--- src/rtl/apb_pkg.sv ---
// Shared types and constants for the CPU-to-APB bridge: FSM states, slot width
// and the address fields used for peripheral decode.
package apb_pkg;

    typedef enum logic [1:0] {
        IDLE   = 2'd0,
        SETUP  = 2'd1,
        ACCESS = 2'd2
    } apb_state_t;

    localparam int          APB_SLOT_W      = 4;
    localparam logic [31:0] APB_PERIPH_BASE = 32'h1000_0000;

    localparam int SLOT_LSB   = 12;
    localparam int SLOT_MSB   = 15;
    localparam int REGION_LSB = 16;
    localparam int REGION_MSB = 31;

    function automatic logic [APB_SLOT_W-1:0] addr_slot(input logic [31:0] a);
        return a[SLOT_MSB:SLOT_LSB];
    endfunction

endpackage

--- src/rtl/apb_master_if.sv ---
// CPU request port plus APB bus bundle; the bridge uses the master modport,
// the CPU/slave side (or a bench) uses the slave modport.
interface apb_master_if #(
    parameter int NUM_SLAVES = 5
);
    logic                       transfer;
    logic                       write;
    logic [31:0]                addr;
    logic [31:0]                wdata;
    logic [31:0]                rdata;
    logic                       ready;
    logic                       err;
    logic [31:0]                PADDR;
    logic                       PWRITE;
    logic                       PENABLE;
    logic [31:0]                PWDATA;
    logic [NUM_SLAVES-1:0]      PSEL;
    logic [NUM_SLAVES*32-1:0]   PRDATA;
    logic [NUM_SLAVES-1:0]      PREADY;

    modport master (
        input  transfer, write, addr, wdata, PRDATA, PREADY,
        output rdata, ready, err, PADDR, PWRITE, PENABLE, PWDATA, PSEL
    );

    modport slave (
        output transfer, write, addr, wdata, PRDATA, PREADY,
        input  rdata, ready, err, PADDR, PWRITE, PENABLE, PWDATA, PSEL
    );
endinterface

--- src/rtl/apb_decoder.sv ---
// Combinational peripheral decoder: region match on addr[31:16], slot from
// addr[15:12], one-hot select for slots that exist.
module apb_decoder
    import apb_pkg::*;
#(
    parameter int          NUM_SLAVES = 5,
    parameter logic [31:0] BASE_ADDR  = APB_PERIPH_BASE
) (
    input  logic [31:0]            addr,
    output logic                   hit,
    output logic [APB_SLOT_W-1:0]  slot,
    output logic [NUM_SLAVES-1:0]  sel
);
    logic region_match;
    logic unused_low_bits;

    assign slot            = addr_slot(addr);
    assign region_match    = (addr[REGION_MSB:REGION_LSB] == BASE_ADDR[REGION_MSB:REGION_LSB]);
    assign hit             = region_match && (int'(slot) < NUM_SLAVES);
    assign unused_low_bits = ^addr[SLOT_LSB-1:0];

    generate
        for (genvar gi = 0; gi < NUM_SLAVES; gi++) begin : g_sel
            assign sel[gi] = hit && (slot == APB_SLOT_W'(gi));
        end
    endgenerate

endmodule

--- src/rtl/apb_master.sv ---
// CPU-to-APB bridge: captures one request, decodes it to a slot and runs
// SETUP/ACCESS. Optional ACCESS-phase timeout when APB_TIMEOUT_EN is defined.
module apb_master
    import apb_pkg::*;
#(
    parameter int          NUM_SLAVES     = 5,
    parameter logic [31:0] BASE_ADDR      = APB_PERIPH_BASE,
    parameter int          TIMEOUT_CYCLES = 16
) (
    input  logic          PCLK,
    input  logic          PRESET,
    apb_master_if.master  bus
);
    apb_state_t                 state_reg, state_next;
    logic                       pending_reg, pending_next;
    logic                       hit_reg, hit_next;
    logic [APB_SLOT_W-1:0]      slot_reg, slot_next;
    logic [NUM_SLAVES-1:0]      sel_reg, sel_next;
    logic [31:0]                paddr_reg, paddr_next;
    logic [31:0]                pwdata_reg, pwdata_next;
    logic                       pwrite_reg, pwrite_next;
    logic [31:0]                rdata_reg, rdata_next;
    logic                       ready_reg, ready_next;
    logic                       err_reg, err_next;

    logic                       dec_hit;
    logic [APB_SLOT_W-1:0]      dec_slot;
    logic [NUM_SLAVES-1:0]      dec_sel;
    logic                       sel_pready;
    logic [31:0]                sel_prdata;
    logic [NUM_SLAVES-1:0][31:0] slot_rdata;

`ifdef APB_TIMEOUT_EN
    localparam int CNT_W = $clog2(TIMEOUT_CYCLES + 1);
    logic [CNT_W-1:0]           tmo_cnt_reg, tmo_cnt_next;
    logic                       tmo_hit;
    assign tmo_hit = (tmo_cnt_reg == CNT_W'(TIMEOUT_CYCLES - 1));
`else
    localparam int unused_timeout_cycles = TIMEOUT_CYCLES;
`endif

    apb_decoder #(
        .NUM_SLAVES (NUM_SLAVES),
        .BASE_ADDR  (BASE_ADDR)
    ) u_decoder (
        .addr (bus.addr),
        .hit  (dec_hit),
        .slot (dec_slot),
        .sel  (dec_sel)
    );

    // Only the captured slot may complete the transfer or supply read data.
    assign sel_pready = |(bus.PREADY & sel_reg);

    generate
        for (genvar gi = 0; gi < NUM_SLAVES; gi++) begin : g_rdata
            assign slot_rdata[gi] = (slot_reg == APB_SLOT_W'(gi)) ? bus.PRDATA[32*gi +: 32] : 32'd0;
        end
    endgenerate

    always_comb begin
        sel_prdata = '0;
        for (int i = 0; i < NUM_SLAVES; i++) begin
            sel_prdata = sel_prdata | slot_rdata[i];
        end
    end

    always_comb begin
        state_next   = state_reg;
        pending_next = 1'b0;
        hit_next     = hit_reg;
        slot_next    = slot_reg;
        sel_next     = sel_reg;
        paddr_next   = paddr_reg;
        pwdata_next  = pwdata_reg;
        pwrite_next  = pwrite_reg;
        rdata_next   = rdata_reg;
        ready_next   = 1'b0;
        err_next     = 1'b0;
`ifdef APB_TIMEOUT_EN
        tmo_cnt_next = tmo_cnt_reg;
`endif
        case (state_reg)
            IDLE: begin
                // A capture takes one cycle; the decode result then picks
                // between starting the bus cycle and an immediate error.
                if (pending_reg) begin
                    if (hit_reg) begin
                        state_next = SETUP;
                    end else begin
                        ready_next = 1'b1;
                        err_next   = 1'b1;
                        rdata_next = 32'd0;
                    end
                end else if (bus.transfer) begin
                    pending_next = 1'b1;
                    hit_next     = dec_hit;
                    slot_next    = dec_slot;
                    sel_next     = dec_sel;
                    paddr_next   = bus.addr;
                    pwdata_next  = bus.wdata;
                    pwrite_next  = bus.write;
                end
            end
            SETUP: begin
                state_next = ACCESS;
`ifdef APB_TIMEOUT_EN
                tmo_cnt_next = '0;
`endif
            end
            ACCESS: begin
                if (sel_pready) begin
                    state_next = IDLE;
                    ready_next = 1'b1;
                    rdata_next = pwrite_reg ? 32'd0 : sel_prdata;
                end
`ifdef APB_TIMEOUT_EN
                else if (tmo_hit) begin
                    state_next = IDLE;
                    ready_next = 1'b1;
                    err_next   = 1'b1;
                    rdata_next = 32'd0;
                end else begin
                    tmo_cnt_next = tmo_cnt_reg + 1'b1;
                end
`endif
            end
            default: state_next = IDLE;
        endcase
    end

    always_ff @(posedge PCLK) begin
        if (PRESET) begin
            state_reg   <= IDLE;
            pending_reg <= 1'b0;
            hit_reg     <= 1'b0;
            slot_reg    <= '0;
            sel_reg     <= '0;
            paddr_reg   <= 32'd0;
            pwdata_reg  <= 32'd0;
            pwrite_reg  <= 1'b0;
            rdata_reg   <= 32'd0;
            ready_reg   <= 1'b0;
            err_reg     <= 1'b0;
`ifdef APB_TIMEOUT_EN
            tmo_cnt_reg <= '0;
`endif
        end else begin
            state_reg   <= state_next;
            pending_reg <= pending_next;
            hit_reg     <= hit_next;
            slot_reg    <= slot_next;
            sel_reg     <= sel_next;
            paddr_reg   <= paddr_next;
            pwdata_reg  <= pwdata_next;
            pwrite_reg  <= pwrite_next;
            rdata_reg   <= rdata_next;
            ready_reg   <= ready_next;
            err_reg     <= err_next;
`ifdef APB_TIMEOUT_EN
            tmo_cnt_reg <= tmo_cnt_next;
`endif
        end
    end

    assign bus.PSEL    = (state_reg != IDLE) ? sel_reg : '0;
    assign bus.PENABLE = (state_reg == ACCESS);
    assign bus.PADDR   = paddr_reg;
    assign bus.PWDATA  = pwdata_reg;
    assign bus.PWRITE  = pwrite_reg;
    assign bus.rdata   = rdata_reg;
    assign bus.ready   = ready_reg;
    assign bus.err     = err_reg;

endmodule

--- src/flat_wrapper.sv ---
// flat-port wrapper written by rule: the top's interface ports become plain ports
module apb_master_flat import apb_pkg::*;
#(
    parameter int          NUM_SLAVES     = 5,
    parameter logic [31:0] BASE_ADDR      = APB_PERIPH_BASE,
    parameter int          TIMEOUT_CYCLES = 16
)
  (PCLK, PRESET, bus_transfer, bus_write, bus_addr, bus_wdata, bus_PRDATA, bus_PREADY, bus_rdata, bus_ready, bus_err, bus_PADDR, bus_PWRITE, bus_PENABLE, bus_PWDATA, bus_PSEL);
  apb_master_if #(.NUM_SLAVES(NUM_SLAVES)) bus_i ();
  input  logic PCLK;
  input  logic PRESET;
  input wire logic [$bits(bus_i.transfer)-1:0] bus_transfer;
  input wire logic [$bits(bus_i.write)-1:0] bus_write;
  input wire logic [$bits(bus_i.addr)-1:0] bus_addr;
  input wire logic [$bits(bus_i.wdata)-1:0] bus_wdata;
  input wire logic [$bits(bus_i.PRDATA)-1:0] bus_PRDATA;
  input wire logic [$bits(bus_i.PREADY)-1:0] bus_PREADY;
  output wire logic [$bits(bus_i.rdata)-1:0] bus_rdata;
  output wire logic [$bits(bus_i.ready)-1:0] bus_ready;
  output wire logic [$bits(bus_i.err)-1:0] bus_err;
  output wire logic [$bits(bus_i.PADDR)-1:0] bus_PADDR;
  output wire logic [$bits(bus_i.PWRITE)-1:0] bus_PWRITE;
  output wire logic [$bits(bus_i.PENABLE)-1:0] bus_PENABLE;
  output wire logic [$bits(bus_i.PWDATA)-1:0] bus_PWDATA;
  output wire logic [$bits(bus_i.PSEL)-1:0] bus_PSEL;
  assign bus_i.transfer = bus_transfer;
  assign bus_i.write = bus_write;
  assign bus_i.addr = bus_addr;
  assign bus_i.wdata = bus_wdata;
  assign bus_i.PRDATA = bus_PRDATA;
  assign bus_i.PREADY = bus_PREADY;
  assign bus_rdata = bus_i.rdata;
  assign bus_ready = bus_i.ready;
  assign bus_err = bus_i.err;
  assign bus_PADDR = bus_i.PADDR;
  assign bus_PWRITE = bus_i.PWRITE;
  assign bus_PENABLE = bus_i.PENABLE;
  assign bus_PWDATA = bus_i.PWDATA;
  assign bus_PSEL = bus_i.PSEL;
  apb_master #(.NUM_SLAVES(NUM_SLAVES), .BASE_ADDR(BASE_ADDR), .TIMEOUT_CYCLES(TIMEOUT_CYCLES)) u_core (.PCLK(PCLK), .PRESET(PRESET), .bus(bus_i));
endmodule
--- config.mk ---
export PLATFORM = sky130hd
export DESIGN_NAME = apb_master_flat
export DESIGN_NICKNAME = d
export VERILOG_FILES = /design/src/rtl/apb_pkg.sv /design/src/rtl/apb_master_if.sv /design/src/rtl/apb_decoder.sv /design/src/rtl/apb_master.sv /design/src/flat_wrapper.sv
export SDC_FILE = /design/constraint.sdc
export NUM_CORES = 1
export LEC_CHECK = 0
export ABC_AREA = 1
export ABC_CLOCK_PERIOD_IN_PS = 2200
export CAP_MARGIN = 20
export CELL_PAD_IN_SITES_DETAIL_PLACEMENT = 1
export CELL_PAD_IN_SITES_GLOBAL_PLACEMENT = 2
export CORE_MARGIN = 2
export CORE_UTILIZATION = 19
export DETAILED_ROUTE_END_ITERATION = 6
export PLACE_DENSITY = 0.88
export REMOVE_ABC_BUFFERS = 1
export SYNTH_ARGS = -nofsm -noshare
export SYNTH_HDL_FRONTEND = slang
export SYNTH_SLANG_ARGS = --single-unit
--- constraint.sdc ---
create_clock -name PCLK -period 2.2 [get_ports PCLK]
set_input_delay 0.66 -clock PCLK [delete_from_list [all_inputs] [get_ports PCLK]]
set_output_delay 0.66 -clock PCLK [all_outputs]
set_load 0.02 [all_outputs]
==> results of run 1 <==
[how the worst min path moves through the flow]
stage	startpoint	end	slack (ns)	cells after the start
after detailed placement	u_core.bus.PADDR[27]$_SDFFE_PP0P_	u_core.bus.PADDR[27]$_SDFFE_PP0P_	0.46	2
final	u_core.bus.PADDR[27]$_SDFFE_PP0P_	u_core.bus.PADDR[27]$_SDFFE_PP0P_	0.47	2
after CTS	u_core.bus.rdata[28]$_SDFFE_PP0P_	u_core.bus.rdata[28]$_SDFFE_PP0P_	0.47	2
after global placement	u_core.bus.PADDR[27]$_SDFFE_PP0P_	u_core.bus.PADDR[27]$_SDFFE_PP0P_	0.45	2
after global routing	u_core.bus.PADDR[27]$_SDFFE_PP0P_	u_core.bus.PADDR[27]$_SDFFE_PP0P_	0.49	2
after floorplan	u_core.hit_reg$_SDFFE_PP0P_	u_core.state_reg[0]$_SDFFE_PP0P_	0.45	2
[power by group]
part           switching (mW)  leakage, nW  total (mW)  internal [mW]
logic                   0.807         3.03        1.61          0.807
clock network           0.886        0.152        1.71          0.822
registers              0.0664        0.890        2.15           2.08
[cell usage in the layout, fill, tap and decap left out, types with 2 or more instances in the layout]
master and n:
buf_12 7, inv_8 2, nor2_1 174, clkinv_8 3, a21oi_1 46, inv_1 50, o21bai_1 23, clkinv_1 3
nor2_4 8, o21ai_0 67, nand3_1 125, clkdlybuf4s50_1 329, dlygate4sd2_1 6, nand2_1 156, nor3_1 2, buf_4 21
inv_2 7, clkbuf_16 9, o21ai_1 11, dfxtp_1 107, nand2_2 4
[cell families after synthesis]
kind of cell | Yosys count | share of synthesized area, %
AO/OA/AOI/OAI | 147 | 14.3
buffers and inverters | 117 | 9.91
flip-flops | 108 | 39.0
AND/OR/NAND/NOR | 476 | 36.8
[routing by layer]
layer	wire, µm	vias to the layer above	share of wire (%)	GRT usage [%]
met1	10700	3164	41	19.3
met3	1890	26	7.3	4.55
met2	12900	214	50	30.1
li1	-	3365	-	-
met5	0	-	0	0
met4	489	0	1.9	4.51
[stage by stage]
stage                     cell area (µm²)  total power, mW  hold WS [ns]
after floorplan                      5220             2.82         0.447
after global placement               9380             3.80         0.454
after detailed placement             9380             3.82         0.459
after CTS                            9680             5.58         0.472
after global routing                 9690             5.78         0.495
final                                9690             5.47         0.467
[layout make-up]
type,count,area (µm²),share of cell area (%)
timing repair buffer,365,3660,37.8
multi-input combinational,623,2840,29.3
sequential,108,2160,22.3
tap,384,480,4.96
clock buffer,9,225,2.32
inverter,60,225,2.32
clock inverter,7,88.8,0.917
[timing repair]
item	CTS	global route
buffers inserted	0	0
hold buffers	0	0
endpoints found under the setup margin	6	1
gates resized for setup	7	1
==> metrics.yaml, run 1 <==
setup_path:
  arrival_ns: 1.45
  regToRegSetupSlack_ns: 0.42
  worstSetupEndpoint: "bus_PWRITE"
  crit_family: "buffers and inverters"
  crit_path_max_fanout: 3
  crit_start: "u_core.bus.PWRITE$_SDFFE_PP0P_"
  crit_path_top_delay_cell: "clkdlybuf4s50_1"
  startpoint_type: "flip-flop"
  cp.depth: 1
  rr_endpoint: "u_core.bus.rdata[13]$_SDFFE_PP0P_"
  cp_cell_sequence: "clkdlybuf4s50_1"
  required_ns: 1.54
  r2r_start: "u_core.bus.PADDR[12]$_SDFFE_PP0P_"
  max_stage_delay_ns: 0.67
  crit_buf_inv: 1
  path_class: "reg2out"
  end_kind: "output port"
  r2r_cells: 9
timing:
  fin_crit_ns: 2.11
  drv_slew: 0
  fmax_mhz: 475
  post-route-period-util_pct: 95.8
  setup_viol: 0
  fin_worst_skew_ns: 0.00972
  tns_ns: 0
  max_slew_margin_pct: 70.9
  tightest_slew_ns: 0.434
  fin_ws_ns: 0.0933
  rsz0062_at_grt: "false"
  hold_viol: 0
routing:
  wl_per_cell_um: 16.7
  routed_wl_mm: 26.0
  viasPerCell: 4.35
  dr.first_iter.drc_count: 241
  via_count: 6769
  drc: 0
  firstDrtPassIters: 4
  final_antenna_net_count: 0
clock_tree:
  cts_max_path_buffers: 2
  cts_tree: "built"
  clkSinkCount: 108
  clock_latency_ns: 0.36
  cts_root_buf: "clkbuf_16"
  path_clk_slew_ns: 0.08
  cts_made_buffers: 9
  h-tree-depth: 3
grt:
  antenna_found_initial: 0
  grt_pass1_vias: 7183
  grt_max_degree: 65
  track_usage_pct: 16.7
  overflow: 0
  grt_first_pass_wirelength_mm: 40.3
floorplanning:
  num_io_pins: 338
  initial_core_util_pct: 19.3
  core.rowCount: 62
  die_h_um: 175
  die_w_um: 175
  core_um2: 28700
  dieArea_um2: 30600
place:
  gp_congestion: 0.802
  place_hpwl_mm: 20.2
  dpl_worst_slack_ns: -0.0424
  port_buffers: 337
  dp_cells: 1540
synthesis:
  seq_area_frac_synth_pct: 39.0
  ys_async_sr_fraction_pct: 0
  synth.avg_cell_area_um2: 6.54
  synth_common_cells: "nor2_1 (174), nand2_1 (157), nand3_1 (125)"
  syn_area_um2: 5540
  synth_top_cell_by_area: "dfxtp_1"
  synth_edf_count: 0
  synth_flop_cell: "dfxtp_1"
  ys_top_cells_by_area: "dfxtp_1 (39%), nor2_1 (12%), nand3_1 (11%), nand2_1 (11%), o21ai_0 (6.0%)"
  netlist_instances: 848
  yosysUniqueCellTypes: 25
  synth_seq_cells: 108
  synth_warnings: 0
  yosysMostFrequentCell: "nor2_1"
  synth_top_area_share_pct: 39.0
pwr:
  ir_drop_mv: 0.357
  power_density_nw_per_um2: 565
  leakagePower_nw: 4.08
finish:
  stdcell_count: 1556
  layout-drive-gt1-share_pct: 5.97
  area_growth_pct: 74.7
  fillers: 3542
  nets: 1400
  diodes: 0
  final_util_pct: 33.7
run_status:
  status: "complete, no violations"
worst_hold_path:
  hold_path.class: "reg2reg"
job:
  cap_violations: 0
Power figures use the tool's default switching activity.
==> inputs of run 2 (changes only) <==
- REMOVE_ABC_BUFFERS: 1 -> default
==> run 2 against run 1 <==
Count of clock-buffer cells in the layout is the same. First-iteration DRC count grew 39%. Final cell count shrank 0.32%. Critical endpoint is now bus_PENABLE. Register-to-register slack lost 0.04 ns. Worst hold slack gained 0.00060 ns. Sequential power is essentially flat. Non-clock buffer count shrank 5. Die area is the same. Flip-flop and latch count is the same. Worst setup slack gained 0.054 ns. Highest routed layer unchanged. Wire length grew 2.3%.
==> metrics.yaml, run 2 (synthesized netlist as in run 1, its figures left out) <==
run_status:
  status: "complete, no violations"
timing:
  post-route-period-util_pct: 93.3  # -2.5 points
  hold_viol: 0  # unchanged
  drv_slew: 0  # unchanged
  fin_worst_skew_ns: 0.0125  # +0.00274 ns
  fin_crit_ns: 2.05  # -0.0542 ns
  rsz0062_at_grt: "false"
  setup_viol: 0  # unchanged
  fmax_mhz: 487  # +2.6%
  tightest_slew_ns: 0.494  # +0.0595 ns
  max_slew_margin_pct: 67.0  # -3.9 points
  fin_ws_ns: 0.147  # +0.0542 ns
pwr:
  ir_drop_mv: 0.487  # +36%
  power_density_nw_per_um2: 568  # +0.57%
  leakagePower_nw: 4.05  # -0.67%
setup_path:
  required_ns: 1.54  # about the same
  r2r_cells: 7  # -2
  startpoint_type: "flip-flop"
  regToRegSetupSlack_ns: 0.38  # -0.04 ns
  path_class: "reg2out"
  max_stage_delay_ns: 0.39  # -0.28 ns
  end_kind: "output port"
  arrival_ns: 1.39  # -0.06 ns
  crit_path_max_fanout: 3  # unchanged
  cp_cell_sequence: "inv_1, nor2_2, dlygate4sd2_1"
  crit_path_top_delay_cell: "dfxtp_1"
  crit_start: "u_core.state_reg[1]$_SDFFE_PP0P_"
  worstSetupEndpoint: "bus_PENABLE"
  rr_endpoint: "u_core.bus.rdata[17]$_SDFFE_PP0P_"
  r2r_start: "u_core.bus.PADDR[12]$_SDFFE_PP0P_"
grt:
  grt_max_degree: 81  # +25%
  track_usage_pct: 17.1  # +0.45 points
  grt_first_pass_wirelength_mm: 40.8  # +1.4%
  grt_pass1_vias: 7196  # +0.18%
  antenna_found_initial: 0  # unchanged
  overflow: 0  # unchanged
routing:
  wl_per_cell_um: 17.2  # +2.6%
  routed_wl_mm: 26.6  # +2.3%
  drc: 0  # unchanged
  viasPerCell: 4.40  # +1.3%
  dr.first_iter.drc_count: 336  # +39%
  via_count: 6832  # +0.93%
  firstDrtPassIters: 5  # +1
  final_antenna_net_count: 0  # unchanged
worst_hold_path:
  hold_path.class: "reg2reg"
place:
  gp_congestion: 0.812  # +1.4%
  port_buffers: 337  # unchanged
  dpl_worst_slack_ns: -0.0188  # +0.0236 ns
  postPlaceCellArea_um2: 9340  # -0.40%
  place_hpwl_mm: 20.5  # +1.1%
clock_tree:
  postCtsHoldBufs: 0  # unchanged
  cts_max_path_buffers: 2  # unchanged
  h-tree-depth: 3  # unchanged
  cts_made_buffers: 9  # unchanged
  path_clk_slew_ns: 0.08  # about the same
  clkSinkCount: 108  # unchanged
  cts_resized: 11  # +4
  cts_tree: "built"
  clock_latency_ns: 0.36  # about the same
  cts_root_buf: "clkbuf_16"
  post_cts_buffers: 0  # unchanged
job:
  cap_violations: 0  # unchanged
finish:
  post-route-cell-area_um2: 9640  # -0.52%
  seq_area_um2: 2160  # unchanged
  multi_input_area_um2: 2840  # unchanged
  layout-drive-gt1-share_pct: 5.57  # -0.40 points
  final_util_pct: 33.6  # -0.17 points
  nets: 1395  # -0.36%
  area_growth_pct: 73.8
  layout_commonest_cell: "clkdlybuf4s50_1"
  fillers: 3554  # +0.34%
  diodes: 0  # unchanged
  final_cell_mix: "clkdlybuf4s50_1 (326), nor2_1 (174), nand2_1 (156), nand3_1 (125), dfxtp_1 (107)"
synthesis:
  synth_nets: 1081
floorplanning:
  dieArea_um2: 30600  # unchanged
  die_w_um: 175  # unchanged
  core_um2: 28700  # unchanged
  num_io_pins: 338  # unchanged
  core.rowCount: 62  # unchanged
  die_h_um: 175  # unchanged
  initial_core_util_pct: 19.3  # unchanged
## run 2: per-stage QoR
stage | hold WS (ns) | instances | total power, mW | setup TNS, ns
3_5_place_dp | 0.454 | 1535 | 3.83 | -0.0950
6_report | 0.467 | 1551 | 5.47 | 0
4_1_cts | 0.468 | 1551 | 5.59 | 0
2_1_floorplan | 0.447 | 848 | 2.90 | 0
3_3_place_gp | 0.451 | 1535 | 3.81 | 0
5_1_grt | 0.501 | 1551 | 5.79 | 0
## run 2: final cells by class
cell class / count / share of cell area, %
clock buffers: 9 / 2.34
clock inverters: 7 / 0.870
inverters: 60 / 2.34
multi-input cells: 623 / 29.5
flip-flops and latches: 108 / 22.4
well taps: 384 / 4.99
repair buffers: 360 / 37.5
## run 2: worst max-delay path: cells and delay by family (launching register included)
| family | cells | cell delay (ns) |
|---|---|---|
| buf+inv | 2 | 0.51 |
| flops | 1 | 0.39 |
| simple gates | 1 | 0.14 |
## run 2: worst min-delay path by stage
stage | from | endpoint | depth (start not counted)
3_3_place_gp | u_core.bus.PADDR[27]$_SDFFE_PP0P_ | u_core.bus.PADDR[27]$_SDFFE_PP0P_ | 2
6_report | u_core.bus.PADDR[27]$_SDFFE_PP0P_ | u_core.bus.PADDR[27]$_SDFFE_PP0P_ | 2
5_1_grt | u_core.bus.PADDR[27]$_SDFFE_PP0P_ | u_core.bus.PADDR[27]$_SDFFE_PP0P_ | 2
4_1_cts | u_core.bus.PADDR[27]$_SDFFE_PP0P_ | u_core.bus.PADDR[27]$_SDFFE_PP0P_ | 2
3_5_place_dp | u_core.bus.PADDR[27]$_SDFFE_PP0P_ | u_core.bus.PADDR[27]$_SDFFE_PP0P_ | 2
2_1_floorplan | u_core.hit_reg$_SDFFE_PP0P_ | u_core.state_reg[0]$_SDFFE_PP0P_ | 2
## run 2: power by group
| part | switching [mW] | internal (mW) | total (mW) |
|---|---|---|---|
| clock network | 0.894 | 0.824 | 1.72 |
| registers | 0.0753 | 2.08 | 2.16 |
| logic | 0.812 | 0.786 | 1.60 |
## run 2: per-layer routing
metal	vias up	share of wire (%)	global-route usage, %
met5	-	0	0
met4	0	2.2	4.20
met3	29	8.7	6.29
met2	251	49	30.4
met1	3203	40	19.3
li1	3349	-	-
==> inputs of run 3 (changes only) <==
- CAP_MARGIN: 20 -> 5
==> results of run 3 <==
The final DEF is identical to that of run 2; final timing and power are the same.
